### src/rtl/mem_arbiter.sv
// Arbitrates the byte-serial memory controller between fetch and load/store.
// Optional starvation guard for fetch is enabled by defining STARVE_GUARD_EN.
module mem_arbiter #(
    parameter int unsigned STARVE_LIMIT = 4,
    parameter logic [31:0] IO_ADDR_BASE = 32'h30000
) (
    input  logic        clk,
    input  logic        rst,
    input  logic        rdy,
    input  logic        iIO_buffer_full,
    input  logic        iFLUSH,
    input  logic        iIF_en,
    input  logic [31:0] iIF_addr,
    output logic        oIF_done,
    output logic [31:0] oIF_inst,
    input  logic        iLS_en,
    input  logic        iLS_ls,
    input  logic [2:0]  iLS_len,
    input  logic [31:0] iLS_addr,
    input  logic [31:0] iLS_dt,
    output logic        oLS_done,
    output logic [31:0] oLS_dt,
    output logic        oMC_en,
    output logic        oMC_ls,
    output logic [2:0]  oMC_len,
    output logic [31:0] oMC_addr,
    output logic [31:0] oMC_dt,
    input  logic        iMC_done,
    input  logic [31:0] iMC_dt
);

    typedef enum logic [1:0] {IDLE, BUSY_IF, BUSY_LS, DRAIN} state_t;

    state_t      state, state_n;
    logic        ls_hold, ls_elig, if_elig, starve;
    logic        gnt_ls, gnt_if, can_grant;
    logic        mc_en_n, mc_ls_n, if_done_n, ls_done_n;
    logic [2:0]  mc_len_n;
    logic [31:0] mc_addr_n, mc_dt_n, if_inst_n, ls_dt_n, len_mask;

    assign ls_hold = iLS_ls && (iLS_addr >= IO_ADDR_BASE) && iIO_buffer_full;
    assign ls_elig = iLS_en && !ls_hold;
    assign if_elig = iIF_en && !iFLUSH;

`ifdef STARVE_GUARD_EN
    localparam int CW = $clog2(STARVE_LIMIT + 1);
    logic [CW-1:0] starve_cnt;
    assign starve = (starve_cnt >= CW'(STARVE_LIMIT));
`else
    assign starve = 1'b0;
`endif

    // Owner still sees its done pulse this cycle and may hold en; skip a grant.
    assign can_grant = (state == IDLE) && !oIF_done && !oLS_done;
    assign gnt_ls    = can_grant && ls_elig && !(starve && if_elig);
    assign gnt_if    = can_grant && if_elig && !gnt_ls;

    always_ff @(posedge clk) begin
        if (rst) begin
            state    <= IDLE;
            oMC_en   <= 1'b0;
            oMC_ls   <= 1'b0;
            oMC_len  <= 3'd0;
            oMC_addr <= 32'd0;
            oMC_dt   <= 32'd0;
            oIF_done <= 1'b0;
            oIF_inst <= 32'd0;
            oLS_done <= 1'b0;
            oLS_dt   <= 32'd0;
        end else if (rdy) begin
            state    <= state_n;
            oMC_en   <= mc_en_n;
            oMC_ls   <= mc_ls_n;
            oMC_len  <= mc_len_n;
            oMC_addr <= mc_addr_n;
            oMC_dt   <= mc_dt_n;
            oIF_done <= if_done_n;
            oIF_inst <= if_inst_n;
            oLS_done <= ls_done_n;
            oLS_dt   <= ls_dt_n;
        end
    end

`ifdef STARVE_GUARD_EN
    always_ff @(posedge clk) begin
        if (rst) begin
            starve_cnt <= '0;
        end else if (rdy) begin
            if (gnt_if) begin
                starve_cnt <= '0;
            end else if (gnt_ls && iIF_en && !starve) begin
                starve_cnt <= starve_cnt + 1'b1;
            end
        end
    end
`endif

    always_comb begin
        state_n = state;
        unique case (state)
            IDLE: begin
                if (gnt_ls) begin
                    state_n = BUSY_LS;
                end else if (gnt_if) begin
                    state_n = BUSY_IF;
                end
            end
            BUSY_IF: begin
                if (iMC_done) begin
                    state_n = IDLE;
                end else if (iFLUSH) begin
                    state_n = DRAIN;
                end
            end
            BUSY_LS, DRAIN: begin
                if (iMC_done) begin
                    state_n = IDLE;
                end
            end
            default: state_n = IDLE;
        endcase
    end

    always_comb begin
        len_mask = 32'hFFFF_FFFF;
        unique case (oMC_len)
            3'd1:    len_mask = 32'h0000_00FF;
            3'd2:    len_mask = 32'h0000_FFFF;
            default: len_mask = 32'hFFFF_FFFF;
        endcase
    end

    always_comb begin
        mc_en_n   = oMC_en;
        mc_ls_n   = oMC_ls;
        mc_len_n  = oMC_len;
        mc_addr_n = oMC_addr;
        mc_dt_n   = oMC_dt;
        if_done_n = 1'b0;
        if_inst_n = oIF_inst;
        ls_done_n = 1'b0;
        ls_dt_n   = oLS_dt;
        if (gnt_ls) begin
            mc_en_n   = 1'b1;
            mc_ls_n   = iLS_ls;
            mc_len_n  = iLS_len;
            mc_addr_n = iLS_addr;
            mc_dt_n   = iLS_ls ? iLS_dt : 32'd0;
        end else if (gnt_if) begin
            mc_en_n   = 1'b1;
            mc_ls_n   = 1'b0;
            mc_len_n  = 3'd4;
            mc_addr_n = iIF_addr;
            mc_dt_n   = 32'd0;
        end
        if (state != IDLE && iMC_done) begin
            mc_en_n = 1'b0;
            if (state == BUSY_IF && !iFLUSH) begin
                if_done_n = 1'b1;
                if_inst_n = iMC_dt;
            end
            if (state == BUSY_LS) begin
                ls_done_n = 1'b1;
                ls_dt_n   = iMC_dt & len_mask;
            end
        end
    end

endmodule
### config.mk
export PLATFORM = sky130hd
export DESIGN_NAME = mem_arbiter
export DESIGN_NICKNAME = d
export VERILOG_FILES = /design/src/rtl/mem_arbiter.sv
export SDC_FILE = /design/constraint.sdc
export NUM_CORES = 1
export LEC_CHECK = 0
export ABC_CLOCK_PERIOD_IN_PS = 1900
export CORE_ASPECT_RATIO = 1.75
export CORE_MARGIN = 8
export CORE_UTILIZATION = 40
export CTS_CLUSTER_SIZE = 25
export DETAILED_ROUTE_END_ITERATION = 16
export MAX_ROUTING_LAYER = met4
export PLACE_DENSITY = 0.82
export SETUP_SLACK_MARGIN = 0.05
export SKIP_LAST_GASP = 1
export SYNTH_ARGS = -nofsm -noshare
export SYNTH_HDL_FRONTEND = slang
export SYNTH_SLANG_ARGS = --single-unit
### constraint.sdc
create_clock -name clk -period 1.9 [get_ports clk]
set_input_delay 0.38 -clock clk [delete_from_list [all_inputs] [get_ports clk]]
set_output_delay 0.38 -clock clk [all_outputs]
set_load 0.05 [all_outputs]
==> results of run 1 <==
## worst max-delay path by stage
stage | start | to | slack [ns]
after global placement | iLS_addr[28] | oMC_addr[30] | -0.58
after floorplan | oLS_done | oMC_addr[16] | 0.08
final | iLS_addr[23] | oMC_addr[22] | 0.05
after global routing | iLS_ls | oMC_addr[11] | 0.03
after CTS | iLS_ls | oMC_addr[0] | 0.07
after detailed placement | iLS_addr[28] | oMC_addr[29] | -0.72
## registers in the layout (all words and copies together), names as in the netlist
| signal | count |
|---|---|
| oIF_done | 1 |
| oMC_len | 3 |
| oMC_dt | 32 |
| state | 2 |
| oMC_en | 1 |
| oMC_ls | 1 |
| oLS_dt | 32 |
| oMC_addr | 32 |
| oIF_inst | 32 |
| oLS_done | 1 |
## cells in the final DEF, fill, tap and decap left out, types with 3 or more instances in the layout
master / count
a211oi_1: 4
a211oi_2: 28
a21oi_1: 66
a21oi_2: 10
a22oi_1: 29
a22oi_2: 27
buf_12: 12
buf_16: 3
buf_4: 108
clkbuf_16: 17
clkbuf_2: 3
clkbuf_8: 3
clkdlybuf4s50_1: 122
clkinvlp_4: 4
dfxtp_1: 137
dlygate4sd2_1: 69
nand2_1: 116
nor2_1: 101
## routing by layer
layer,up-vias,global-route usage
li1,2654,-
met1,2694,0.2346
met2,236,0.4145
met3,61,0.05191
met4,0,0.1420
met5,-,-
## cell type report
cell class	count	area, µm²	share of cell area
Clock inverter	10	117.6	0.01295
Inverter	1	3.754	0.0004132
Sequential cell	137	2743	0.3019
Timing Repair Buffer	321	3040	0.3347
Clock buffer	21	470.5	0.05178
Tap cell	171	214.0	0.02355
Multi-Input combinational cell	412	2491	0.2742
Antenna cell	2	5.005	0.0005509
## critical path, delay by kind of cell
family / cells / cell delay, ns
compound gates: 4 / 0.63
buf+inv: 4 / 0.80
simple gates: 1 / 0.32
## power breakdown
group	switching, mW	total [mW]	internal [mW]
sequential	0.0740	3.08	3.01
combinational	1.11	1.88	0.767
clock	1.23	3.26	2.03
total	2.42	8.22	5.81
## kinds of logic (layout without fill, tap and decap cells)
family / Yosys count / after routing / synth area share
xor gates and xnor gates: 1 / 1 / 0.001668
buffers and inverters: 51 / 353 / 0.04884
AOI/OAI and AO/OA: 176 / 176 / 0.2445
other: 0 / 2 / 0
and+or+nand+nor: 235 / 235 / 0.1828
DFF: 137 / 137 / 0.5223
## repair_timing
item	in CTS	in global routing
setup endpoints to repair	128	56
gates cloned	4	0
pin swaps	8	7
gates resized for setup	102	35
setup buffers	5	0
## per-stage QoR
step / utilization / worst slack [ns]
2_1_floorplan: - / 0.08395
3_3_place_gp: 0.6355 / -0.5814
3_5_place_dp: 0.6355 / -0.7202
4_1_cts: 0.6984 / 0.06557
5_1_grt: 0.7060 / 0.03201
6_report: 0.7060 / 0.05096
==> run_results.csv, run 1 <==
group,metric,value,unit
status,status,"completed",
logic_synthesis,avgSynthCellArea,8.752,µm²
clock_network,clk_pin_slew,0.06,ns
sta,whs,0.3666,ns
logic_synthesis,synth_common_cells,"dfxtp_1, nand2_1, nor2_1",
job,cap_violations,0,
worst_setup_path,slowest_delay,0.32,ns
sta,fin_skew,0.009516,ns
final_layout,drive_gt1_frac,0.2627,
final_layout,finalInstanceArea,9085,µm²
final_layout,fillers,969,
logic_synthesis,yosys-top-cells-area,"dfxtp_1, nand2_1, a22oi_1, a21oi_1, nor2_1",
drt,drtAntennaViolNets,0,
drt,met1_length,7.448,mm
drt,top_layer,"met4",
grt,grt_pass1_wl,30.78,mm
worst_setup_path,r2r-end,"oMC_addr[22]",
drt,drcViolationCount,0,
min_path,min_path_cells,3,
clock_network,clk_path_buf_depth,2,
min_path,hold_end,"oMC_addr[28]",
logic_synthesis,synth_nets,740,
logic_synthesis,ys_warn_count,0,
min_path,hp-class,"input port to register",
min_path,hp-start,"iLS_addr[28]",
sta,fin_setup_tns,0,ns
die,die_y,167.6,µm
drt,routed_via_density,5.251,
logic_synthesis,synth.top_cell.area_share,0.5223,
sta,max-slew-margin-rel,0.6149,
grt,antenna_found_initial,2,
die,core_area,12870,µm²
logic_synthesis,synthDistinctLibCells,37,
placed_design,post-place-cells,1034,
clock_network,cts_tree,"done",
power_and_ir_drop,power_density,905.3,nW/µm²
drt,wl_per_cell,19.63,µm
sta,period_share,0.9732,
worst_setup_path,r2r-start,"state[0]",
logic_synthesis,yosysMostFrequentCell,"dfxtp_1",
logic_synthesis,synth_edf_count,0,
sta,drv_slew,0,
worst_setup_path,worstPathMaxFanout,10,
clock_network,cts_root_buf,"clkbuf_16",
power_and_ir_drop,power.total,8.224,mW
drt,vias,5645,
worst_setup_path,cp_slowest_cell,"nor4_2",
grt,grt_use_total,0.2389,
logic_synthesis,yosysTopAreaCell,"dfxtp_1",
drt,initialDrtViolationCount,171,
clock_network,clk_latency,0.41,ns
drt,drt_pass1_iterations,4,
drt,wl_met3,1.520,mm
worst_setup_path,critPathKind,"input port to register",
logic_synthesis,synth_seq_cells,137,
grt,grt_pass1_vias,5784,
die,rows,55,
grt,grt_max_degree,35,
sta,layout_min_cycle_time,1.849,ns
logic_synthesis,async_reset_ff_frac,0,
worst_setup_path,crit_arrival,2.14,ns
clock_network,htreeDepth,4,
worst_setup_path,rrSetupSlack,0.13,ns
sta,setup_viol,0,
logic_synthesis,netlist_instances,600,
drt,wl_met2,11.09,mm
worst_setup_path,crit_chain,"dlygate4sd2_1, nor4_2, a41o_1, buf_6, a31oi_4, buf_4, bufbuf_16, a21oi_1, a211oi_2",
placed_design,place_area,8178,µm²
worst_setup_path,cp-start-kind,"input port",
placed_design,io_buffers,274,
final_layout,finalNetCount,1030,
power_and_ir_drop,leakagePower,3.785,nW
worst_setup_path,cp.required,2.19,ns
worst_setup_path,reg2reg_depth,7,
sta,clock.fmax,540.8,MHz
final_layout,area_growth,73.00,%
clock_network,cts.sinks,137,
die,die_area,17200,µm²
die,fp.dieW,102.6,µm
sta,rsz0062_at_grt,"yes",
logic_synthesis,synth_area,5251,µm²
logic_synthesis,ys_seq_area_frac,0.5223,
placed_design,gp_congestion,0.8740,
grt,overflow,0,
logic_synthesis,synthFlopType,"dfxtp_1",
clock_network,cts_hold_buf,0,
worst_setup_path,worstSetupEndpointType,"register",
drt,totalWireLength,21.10,mm
power_and_ir_drop,vdd_drop_max,0.7071,mV
sta,hold_viol_final,0,
die,top_level_ports,275,
final_layout,fin_cells,1075,
sta,max_slew.worst_pin.slew,0.5800,ns
placed_design,dp_hpwl,14.69,mm
clock_network,cts_made_buffers,17,
die,start_util,0.4081,
(Power assumes the default switching activity.)
==> inputs of run 2 (changes only) <==
--- a/config.mk
+++ b/config.mk
@@ -5,6 +5,7 @@
 export SDC_FILE = /design/constraint.sdc
 export NUM_CORES = 1
 export LEC_CHECK = 0
+export ABC_AREA = 1
 export ABC_CLOCK_PERIOD_IN_PS = 1900
 export CORE_ASPECT_RATIO = 1.75
 export CORE_MARGIN = 8
==> run_results.csv, run 2 <==
group,metric,value,unit
power_and_ir_drop,power.total,10.14,mW
min_path,hp-start,"oMC_dt[27]",
final_layout,fillers,1187,
final_layout,final_common_cell,"nor2_1",
grt,antenna_found_initial,0,
final_layout,layout_common_cells,"nor2_1, nand2_1, clkdlybuf4s50_1",
sta,drv_slew,0,
die,die_y,169.4,µm
worst_setup_path,r2r-start,"oMC_len[1]",
grt,grt_use_total,0.2167,
sta,rsz0062_at_grt,"yes",
clock_network,clk_pin_slew,0.06,ns
worst_setup_path,slowest_delay,0.42,ns
logic_synthesis,yosys-top-cells-area,"dfxtp_1, nor2_1, nand2_1, o21ai_0, a21oi_1",
logic_synthesis,async_reset_ff_frac,0,
sta,max-slew-margin-rel,0.5835,
die,top_level_ports,275,
worst_setup_path,worstSetupEndpointType,"register",
power_and_ir_drop,combPwrFrac,0.347,
worst_setup_path,crit_path_frequent_cell,"nand2_1",
sta,hold_viol_final,0,
placed_design,io_buffers,274,
sta,layout_min_cycle_time,1.704,ns
worst_setup_path,startpoint,"iLS_addr[31]",
sta,period_share,0.8968,
logic_synthesis,synth_nets,884,
clock_network,clk_latency,0.41,ns
logic_synthesis,synth_common_cells,"nor2_1, nand2_1, dfxtp_1",
final_layout,multiInputGateArea,2361,µm²
drt,initialDrtViolationCount,288,
worst_setup_path,worst-path-buf-inv,3,
clock_network,htreeDepth,4,
power_and_ir_drop,switchingPower,3.821,mW
sta,setup_viol,0,
sta,clock.fmax,586.9,MHz
clock_network,cts_tree,"done",
final_layout,seq_area,2743,µm²
sta,max_slew.worst_pin.slew,0.6240,ns
drt,drcViolationCount,0,
logic_synthesis,yosysTopAreaCell,"dfxtp_1",
power_and_ir_drop,internal-power,6.321,mW
grt,grt_pass1_wl,29.86,mm
logic_synthesis,synthFlopType,"dfxtp_1",
clock_network,postCtsSetupRepairBufs,0,
power_and_ir_drop,power_density,1170,nW/µm²
logic_synthesis,yosysMostFrequentCell,"nor2_1",
die,rows,56,
grt,grt_max_degree,54,
logic_synthesis,netlist_instances,744,
drt,drtAntennaViolNets,0,
final_layout,area_growth,61.09,%
logic_synthesis,synth_seq_cells,137,
worst_setup_path,cp-start-kind,"input port",
logic_synthesis,synth_area,5380,µm²
sta,fin_skew,0.007551,ns
clock_network,clk_path_buf_depth,2,
worst_setup_path,cp_slowest_cell,"clkdlybuf4s50_1",
placed_design,gp_congestion,0.9059,
logic_synthesis,ys_warn_count,0,
clock_network,cts_root_buf,"clkbuf_16",
die,fp.dieW,103.7,µm
placed_design,place_ws,-0.2291,ns
final_layout,finalInstanceArea,8667,µm²
clock_network,cts.sinks,137,
logic_synthesis,synthDistinctLibCells,22,
drt,vias,5803,
worst_setup_path,cp.required,2.24,ns
logic_synthesis,ys_seq_area_frac,0.5098,
power_and_ir_drop,p_sw_frac,0.3768,
placed_design,place_area,8148,µm²
placed_design,dp_hpwl,14.42,mm
worst_setup_path,worstPathMaxFanout,48,
status,status,"completed",
power_and_ir_drop,pwr-share-seq,0.336,
drt,totalWireLength,19.20,mm
sta,fin_setup_tns,0,ns
final_layout,drive_gt1_frac,0.1507,
worst_setup_path,crit_family,"simple AND/OR/NAND/NOR gates",
grt,grt_pass1_vias,5894,
drt,wl_per_cell,16.06,µm
drt,routed_via_density,4.852,
logic_synthesis,avgSynthCellArea,7.231,µm²
die,core_area,13240,µm²
job,cap_violations,0,
die,start_util,0.4063,
drt,drt_pass1_iterations,5,
grt,overflow,0,
clock_network,cts_hold_buf,0,
min_path,hp-class,"register to register",
worst_setup_path,crit_arrival,2.04,ns
sta,fin_ws,0.1961,ns
clock_network,cts_made_buffers,17,
power_and_ir_drop,clkPwrFrac,0.317,
worst_setup_path,critPathKind,"input port to register",
logic_synthesis,synth.top_cell.area_share,0.5098,
power_and_ir_drop,vdd_drop_max,0.7681,mV
worst_setup_path,crit_chain,"clkdlybuf4s50_1, nor2_1, nand2_1, nor2_1, nand2_1, nand2_1, nand2_4, inv_2, buf_12, nand2_1, nand2_1, nor2_1, nor2_1",
logic_synthesis,synth_edf_count,0,
power_and_ir_drop,leakagePower,3.926,nW
die,die_area,17560,µm²
final_layout,finalNetCount,1150,
final_layout,antenna_cells,0,
==> run 2: changes by cell type in the layout (fill, tap and decap cells not counted), moves of 8 or more <==
cell and change:
dlygate4sd2_1 -21, inv_1 +8, a21oi_2 -10, nand3_1 +43, a22oi_2 -27, a21oi_1 -10, a22oi_1 -21, a211oi_2 -28
o21ai_0 +80, nor2_1 +71, nand2_1 +54, clkdlybuf4s50_1 +16
==> run 2: through the flow <==
| stage | instances | hold WS, ns | utilization |
|---|---|---|---|
| 6_report | 1196 | 0.4602 | 0.6545 |
| 5_1_grt | 1196 | 0.4751 | 0.6545 |
| 2_1_floorplan | 744 | 0.5149 | - |
| 3_3_place_gp | 1165 | 0.4474 | 0.6153 |
| 3_5_place_dp | 1165 | 0.4523 | 0.6153 |
| 4_1_cts | 1196 | 0.4614 | 0.6545 |
==> run 2: path summary, 6_finish.rpt <==
check	end	slack, ns	depth (start not counted)
worst min register to register	oMC_dt[27]	0.46	2
worst min-delay path	oMC_dt[27]	0.46	2
worst max register to register	oLS_dt[24]	0.36	6
worst max-delay path	oMC_addr[3]	0.20	13
==> run 2: power groups by stage <==
stage	logic [mW]	clock network [mW]	registers, mW
floorplan	1.22	0	4.54
global placement	3.58	0	3.46
detailed placement	3.60	0	3.47
CTS	3.55	3.30	3.41
global route	3.79	3.43	3.45
finish	3.52	3.21	3.41
==> run 2: timing repair <==
| item | in CTS | in global routing |
|---|---|---|
| cloned | 0 | 0 |
| setup endpoints to repair | 49 | 1 |
| gates resized for setup | 49 | 0 |
==> run 2: area by class of cell <==
cell class,count,area share
inverter,13,0.005630
clock buffer,18,0.04952
multi-input combinational,544,0.2724
tap,174,0.02512
sequential,137,0.3164
timing repair buffer,297,0.3138
clock inverter,13,0.01703
==> run 2: kinds of logic after synthesis <==
family / after synthesis / synth area share
AOI/OAI and AO/OA: 148 / 0.1419
buffers and inverters: 63 / 0.05302
DFF: 137 / 0.5098
and+or+nand+nor: 396 / 0.2953
==> run 2: routing by layer <==
metal	up-vias	track usage	share of wire	wire length [µm]
li1	2933	-	-	-
met1	2584	0.2213	0.38	7286
met2	227	0.3739	0.51	9859
met3	59	0.04487	0.053	1019
met4	0	0.1349	0.054	1039
met5	-	-	0	0
==> run 2: worst register-to-register path: stages, from the launching register on <==
cell and delay (ns):
dfxtp_1 0.35, inv_1 0.06, nand2_1 0.06, nor2_1 0.09, nor2_2 0.52, nand3_1 0.17
a21oi_1 0.20
==> inputs of run 3 (changes only) <==
--- a/config.mk
+++ b/config.mk
@@ -7,7 +7,7 @@
 export LEC_CHECK = 0
 export ABC_AREA = 1
 export ABC_CLOCK_PERIOD_IN_PS = 1900
-export CORE_ASPECT_RATIO = 1.75
+export CAP_MARGIN = 5
 export CORE_MARGIN = 8
 export CORE_UTILIZATION = 40
 export CTS_CLUSTER_SIZE = 25
==> run_results.csv, run 3 (same netlist as run 2, synthesis figures left out) <==
group,metric,value,unit
drt,routed_via_density,4.861,
sta,max-slew-margin-rel,0.6138,
final_layout,multiInputGateArea,2361,µm²
clock_network,clk_path_buf_depth,2,
grt,grt_pass1_wl,30.81,mm
grt,antenna_found_initial,1,
power_and_ir_drop,leakagePower,4.036,nW
sta,fin_skew,0.005875,ns
placed_design,post-place-cells,1175,
grt,overflow,0,
job,cap_violations,0,
drt,vias,5877,
status,status,"completed",
grt,grt_use_total,0.2253,
worst_setup_path,crit_family,"buffers and inverters",
clock_network,htreeDepth,4,
worst_setup_path,worstSetupEndpointType,"output port",
final_layout,layout_common_cells,"nor2_1, nand2_1, clkdlybuf4s50_1",
drt,drtAntennaViolNets,0,
die,die_y,132.0,µm
power_and_ir_drop,power_density,1173,nW/µm²
drt,drcViolationCount,0,
sta,max_slew.worst_pin.slew,0.5794,ns
power_and_ir_drop,power.total,10.33,mW
worst_setup_path,startpoint,"oIF_inst[25]",
sta,hold_viol_final,0,
final_layout,area_growth,63.63,%
power_and_ir_drop,vdd_drop_max,0.7122,mV
die,start_util,0.4079,
worst_setup_path,crit_chain,"dlygate4sd2_1",
worst_setup_path,cp.required,1.52,ns
clock_network,cts_tree,"done",
worst_setup_path,critPathKind,"register to output port",
clock_network,cts_hold_buf,0,
final_layout,drive_gt1_frac,0.1444,
placed_design,gp_congestion,0.8414,
die,top_level_ports,275,
sta,rsz0062_at_grt,"no",
final_layout,finalInstanceArea,8803,µm²
placed_design,dp_hpwl,14.20,mm
drt,initialDrtViolationCount,367,
worst_setup_path,worst-path-buf-inv,1,
final_layout,fin_util,0.6674,
drt,drt_pass1_iterations,5,
sta,fin_setup_tns,0,ns
placed_design,place_ws,-0.1948,ns
min_path,hp-start,"oMC_dt[18]",
die,core_area,13190,µm²
clock_network,cts_root_buf,"clkbuf_16",
final_layout,fillers,1161,
sta,drv_slew,0,
clock_network,clk_pin_slew,0.06,ns
die,rows,42,
placed_design,place_area,8250,µm²
final_layout,seq_area,2743,µm²
sta,setup_viol,0,
sta,period_share,0.8869,
sta,clock.fmax,593.4,MHz
sta,layout_min_cycle_time,1.685,ns
die,fp.dieW,132.0,µm
worst_setup_path,worstPathMaxFanout,2,
sta,whs,0.4575,ns
clock_network,cts_made_buffers,17,
worst_setup_path,r2r-start,"state[0]",
drt,wl_per_cell,16.07,µm
worst_setup_path,cp-start-kind,"register",
grt,grt_pass1_vias,5909,
placed_design,io_buffers,274,
final_layout,final_common_cell,"nor2_1",
drt,totalWireLength,19.43,mm
worst_setup_path,slowest_delay,0.55,ns
die,die_area,17420,µm²
final_layout,fin_cells,1209,
grt,grt_max_degree,54,
worst_setup_path,crit_arrival,1.31,ns
min_path,hp-class,"register to register",
worst_setup_path,cp_slowest_cell,"dlygate4sd2_1",
clock_network,cts.sinks,137,
clock_network,clk_latency,0.42,ns
sta,fin_ws,0.2148,ns
final_layout,finalNetCount,1159,
run 3: final timing paths:
check             depth (start not counted)  slack (ns)            to
setup / recovery                          1        0.21  oIF_inst[25]
hold reg to reg                           2        0.46    oMC_dt[18]
hold / removal                            2        0.46    oMC_dt[18]
setup reg to reg                          9        0.31    oMC_dt[12]
run 3: area by class of cell:
class,count,area share
Timing Repair Buffer,306,0.3213
Sequential cell,137,0.3115
Multi-Input combinational cell,544,0.2682
Clock buffer,19,0.05145
Tap cell,176,0.02501
Clock inverter,13,0.01634
Inverter,13,0.005827
Antenna cell,1,0.0002843
run 3: where the power goes:
part	leakage (nW)	switching [mW]	internal (mW)
Clock	0.287	1.29	2.01
Sequential	1.11	0.197	3.21
Combinational	2.64	2.38	1.23
run 3: per-layer routing:
metal	track usage	vias to the layer above	wire length (µm)
li1	-	2957	-
met4	0.07339	0	301
met5	-	-	0
met1	0.2499	2657	7838
met3	0.08422	22	1819
met2	0.3675	241	9470
run 3: what timing repair did:
action,CTS,global route
gates resized for setup,64,3
buffers inserted,0,0
endpoints found under the setup margin,64,6
gates cloned,0,1
